File: src/rtl/wb_regfile.sv
// Write-back register file: 2**ADDR_W GPRs plus HI/LO, with two combinational
// read ports that see the in-flight write-back value (write-first bypass).
module wb_regfile #(
   parameter int DATA_W = 32,
   parameter int ADDR_W = 5
) (
   input  logic              clk,
   input  logic              rst,
   input  logic              wb_wreg,
   input  logic [ADDR_W-1:0] wb_wd,
   input  logic [DATA_W-1:0] wb_wdata,
   input  logic              wb_whilo,
   input  logic [DATA_W-1:0] wb_hi,
   input  logic [DATA_W-1:0] wb_lo,
   input  logic              re1,
   input  logic [ADDR_W-1:0] raddr1,
   output logic [DATA_W-1:0] rdata1,
   input  logic              re2,
   input  logic [ADDR_W-1:0] raddr2,
   output logic [DATA_W-1:0] rdata2,
   output logic [DATA_W-1:0] hi_o,
   output logic [DATA_W-1:0] lo_o
);

   localparam int N_REG = 2 ** ADDR_W;

   logic [DATA_W-1:0] gpr_q [N_REG];
   logic [DATA_W-1:0] gpr_d [N_REG];
   logic [DATA_W-1:0] hi_q, hi_d;
   logic [DATA_W-1:0] lo_q, lo_d;
   logic [N_REG-1:0]  wr_sel;

   // One-hot write decode; address 0 never selects so $0 stays hard-wired zero.
   always_comb begin
      wr_sel = '0;
      if (wb_wreg && (wb_wd != '0)) begin
         wr_sel[wb_wd] = 1'b1;
      end
   end

   always_comb begin
      for (int i = 0; i < N_REG; i++) begin
         gpr_d[i] = wr_sel[i] ? wb_wdata : gpr_q[i];
      end
      gpr_d[0] = '0;
   end

   always_comb begin
      hi_d = wb_whilo ? wb_hi : hi_q;
      lo_d = wb_whilo ? wb_lo : lo_q;
   end

   always_ff @(posedge clk or negedge rst) begin
      if (!rst) begin
         for (int i = 0; i < N_REG; i++) begin
            gpr_q[i] <= '0;
         end
         hi_q <= '0;
         lo_q <= '0;
      end else begin
         for (int i = 0; i < N_REG; i++) begin
            gpr_q[i] <= gpr_d[i];
         end
         hi_q <= hi_d;
         lo_q <= lo_d;
      end
   end

   // Read priority: reset, disabled port, $0, bypass of the current write, stored value.
   function automatic logic [DATA_W-1:0] read_port(
      input logic              rst_n_i,
      input logic              re_i,
      input logic [ADDR_W-1:0] ra_i,
      input logic              wreg_i,
      input logic [ADDR_W-1:0] wd_i,
      input logic [DATA_W-1:0] wdata_i,
      input logic [DATA_W-1:0] stored_i
   );
      logic [DATA_W-1:0] val;
      val = '0;
      if (!rst_n_i) begin
         val = '0;
      end else if (!re_i) begin
         val = '0;
      end else if (ra_i == '0) begin
         val = '0;
      end else if (wreg_i && (ra_i == wd_i)) begin
         val = wdata_i;
      end else begin
         val = stored_i;
      end
      return val;
   endfunction

   always_comb begin
      rdata1 = read_port(rst, re1, raddr1, wb_wreg, wb_wd, wb_wdata, gpr_q[raddr1]);
   end

   always_comb begin
      rdata2 = read_port(rst, re2, raddr2, wb_wreg, wb_wd, wb_wdata, gpr_q[raddr2]);
   end

   always_comb begin
      hi_o = '0;
      lo_o = '0;
      if (rst) begin
         hi_o = hi_d;
         lo_o = lo_d;
      end
   end

endmodule

File: config.mk
export PLATFORM = sky130hd
export DESIGN_NAME = wb_regfile
export DESIGN_NICKNAME = d
export VERILOG_FILES = /design/src/rtl/wb_regfile.sv
export SDC_FILE = /design/constraint.sdc
export NUM_CORES = 2
export LEC_CHECK = 0
export ABC_CLOCK_PERIOD_IN_PS = 2950
export BUFFER_PORTS_ARGS = -buffer_cell sky130_fd_sc_hd__buf_2
export CELL_PAD_IN_SITES_DETAIL_PLACEMENT = 2
export CELL_PAD_IN_SITES_GLOBAL_PLACEMENT = 2
export CORE_MARGIN = 2
export CORE_UTILIZATION = 40
export CTS_BUF_LIST = sky130_fd_sc_hd__clkbuf_4
export CTS_CLUSTER_SIZE = 14
export DETAILED_ROUTE_END_ITERATION = 8
export PLACE_DENSITY = 0.8
export SLEW_MARGIN = 10
export SYNTH_ARGS = -nofsm -noshare
export SYNTH_HDL_FRONTEND = slang
export SYNTH_SLANG_ARGS = --single-unit
export TNS_END_PERCENT = 1
File: constraint.sdc
create_clock -name clk -period 2.95 [get_ports clk]
set_input_delay 0.59 -clock clk [delete_from_list [all_inputs] [get_ports clk]]
set_output_delay 0.59 -clock clk [all_outputs]
set_load 0.1 [all_outputs]
==> reports/metrics.yaml <==
cts_tree: "done"
synth_area_leader_cell: "dfrtp_1"
ys_seq_elements: 1056
r2r_slack_ns: 1.51
synth_top_area_share_pct: 46.4
fillers: 12700
irDropWorstVdd_uv: 505
hp-class: "input pin to flop"
cts_sinks: 1056
dpl.hpwl_um: 168000
crit-reg2reg-capture: "hi_q[1]"
r2r_start: "hi_q[1]"
crit_start: "gpr_q[21]"
finalCriticalPeriod_ns: 4.75
finalSetupViolCount: 128
final_cell_count_no_fill: 6887
synth.avg_cell_area_um2: 14.3
grt_pass1_vias: 55600
worst_pin_slew_ns: 1.41
die_x_um: 381
power_density_nw_per_um2: 704
slew_violations: 0
htree_levels: 5
rows: 138
wl_um: 364000
netlist_area_um2: 57000
antenna_found_initial: 43
critPathTopFamily: "simple AND/OR/NAND/NOR gates"
cp.arrival_ns: 4.16
synth_simple_gate_area_share_pct: 4.06
synth.area.mux_share_pct: 42.2
synth_top_family_by_area: "multiplexers"
area.growth.synth_to_final_pct: 27.9
grt_use_total_pct: 45.8
cts_buffer_depth: 4
clock_latency_ns: 1.42
core_area_um2: 141000
die_area_um2: 146000
nNetsFinal: 4881
rsz0062_at_grt: "true"
final_hold_viol_count: 0
violations: "negative setup slack"
synthArstFlopShare_pct: 100
ant_nets: 0
slowest_delay_ns: 0.69
setup_tns_ns: -126.67
gp_congestion: 0.881
crit_end: "rdata1[21]"
ys_seq_area_share_pct: 46.4
viasPerCell: 7.66
initial_core_util_pct: 40.3
synth_compound_area_share_pct: 3.75
required_ns: 2.36
drtPass1Iterations: 6
yosysWarnings: 0
critPathBufInv: 2
dp.cells: 6157
path_clk_slew_ns: 0.08
via_count: 52700
grt_pass1_wl_um: 469000
synth_cells: 3973
cp-start-kind: "flop"
synth_edf_count: 0
fin_crit_sh_pct: 161
post_drt_wl_per_cell_um: 52.9
synth_area_leaders: "dfrtp_1 46%, mux2_2 21%, mux4_2 18%"
drive_above_1_share_pct: 61.0
die_height_um: 381
critPathMaxFanout: 3
portBuffers: 244
slowest_stage: "mux4_2"
cts_buffers: 314
end_kind: "output port"
worstPathCellList: "mux4_2, nand2_1, nand3_1, a32oi_2, buf_4, nand2_4, buf_12"
min_path_cells: 3
final_common_cell: "dfrtp_1"
worst_slack_ns: -1.80
status: "finished, violations left"
cts-root-buf: "clkbuf_4"
synth_adder_area_share_pct: 0
dr.first_iter.drc_count: 8095
syn_nets: 4090
crit_cells: 7
p_leak_uw: 0.0318
ys_types: 65
layout.cells.most_common_list: "1041 x dfrtp_1, 1031 x mux2_2, 454 x mux4_2, 440 x clkbuf_4, 357 x buf_4"
drv_cap: 0
synth-xor-area-share_pct: 0.154
r2r_cells: 2
num_io_pins: 245
grt_overflow: 0
clock.fmax_mhz: 210
max-slew-margin-rel_pct: 5.94
clock_skew_ns: 0
synth_flop_cell: "dfrtp_1"
crit_type: "flop to output port"
power_uw: 51300
drc: 0
grt_max_degree: 153
flip-flops by register name, indices dropped and copies added (netlist names):
signal / count
gpr_q: 992
hi_q: 32
lo_q: 32
kinds of logic after synthesis:
| logic type | after synthesis |
|---|---|
| muxes | 1696 |
| DFF | 1056 |
| and+or+nand+nor | 492 |
| buffers and inverters | 421 |
| AOI/OAI and AO/OA | 298 |
| xor gates and xnor gates | 10 |
cells in the mapped netlist (34+ instances only):
| cell | number |
|---|---|
| nand2_1 | 193 |
| mux2_2 | 1083 |
| and2_1 | 66 |
| buf_2 | 112 |
| nor2_1 | 62 |
| mux4_2 | 454 |
| o21ai_0 | 34 |
| mux2i_1 | 117 |
| buf_1 | 53 |
| a21oi_1 | 37 |
| nand3_1 | 104 |
| clkbuf_1 | 203 |
| mux2_1 | 42 |
| dfrtp_1 | 1056 |
layer usage:
metal  track usage (%)  up-vias  routed length (um)
met2              66.8     6276              153000
met5                 0        -                 497
li1                  -    16900                   -
met4              38.4       36               40400
met3              19.2     2851               55200
met1              52.0    26700              115000
through the flow:
step	setup WS [ns]	util [%]	hold WS, ns	cell area, um2
6_report	-1.80	51.5	0.112	72900
3_5_place_dp	-0.941	46.7	0.415	66100
4_1_cts	-1.20	51.1	0.0933	72300
5_1_grt	-1.69	51.5	0.134	72800
3_3_place_gp	-0.845	46.7	0.416	66100
2_1_floorplan	-0.626	-	0.294	57200
worst reg2reg max path: cells and delay by family, from the launching register on:
kind / cells / cell delay, ns
mux: 1 / 0.31
buf+inv: 1 / 0.58
flops: 1 / 0.43
report_power, final:
part	internal, uW	switching [uW]	total [uW]
Combinational	6520	7680	14200
Sequential	17200	3710	20900
Clock	6820	9380	16200
area by class of cell:
| type | count | area, um2 | area share (%) |
|---|---|---|---|
| Antenna cell | 43 | 108 | 0.148 |
| Clock buffer | 440 | 3300 | 4.53 |
| Clock inverter | 66 | 259 | 0.355 |
| Inverter | 6 | 26.3 | 0.0360 |
| Multi-Input combinational cell | 2496 | 30400 | 41.7 |
| Sequential cell | 1056 | 26400 | 36.3 |
| Tap cell | 1890 | 2360 | 3.24 |
| Timing Repair Buffer | 890 | 10000 | 13.7 |
worst min-delay path by stage:
stage,slack (ns),endpoint,from
6_report,0.11,gpr_q[98],wb_wdata[2]
5_1_grt,0.13,gpr_q[66],wb_wdata[2]
4_1_cts,0.09,gpr_q[169],wb_wd[4]
3_5_place_dp,0.42,gpr_q[71],rst
3_3_place_gp,0.42,gpr_q[71],rst
2_1_floorplan,0.29,gpr_q[0],rst
what timing repair did:
| action | in CTS | in global routing |
|---|---|---|
| endpoints found under the hold margin | 1145 | 54 |
| buffers inserted | 9 | 8 |
| pin swaps | 37 | 15 |
| endpoints found under the setup margin | 128 | 128 |
| gates resized for setup | 231 | 106 |
| hold buffers | 163 | 2 |
(Power assumes the default switching activity.)
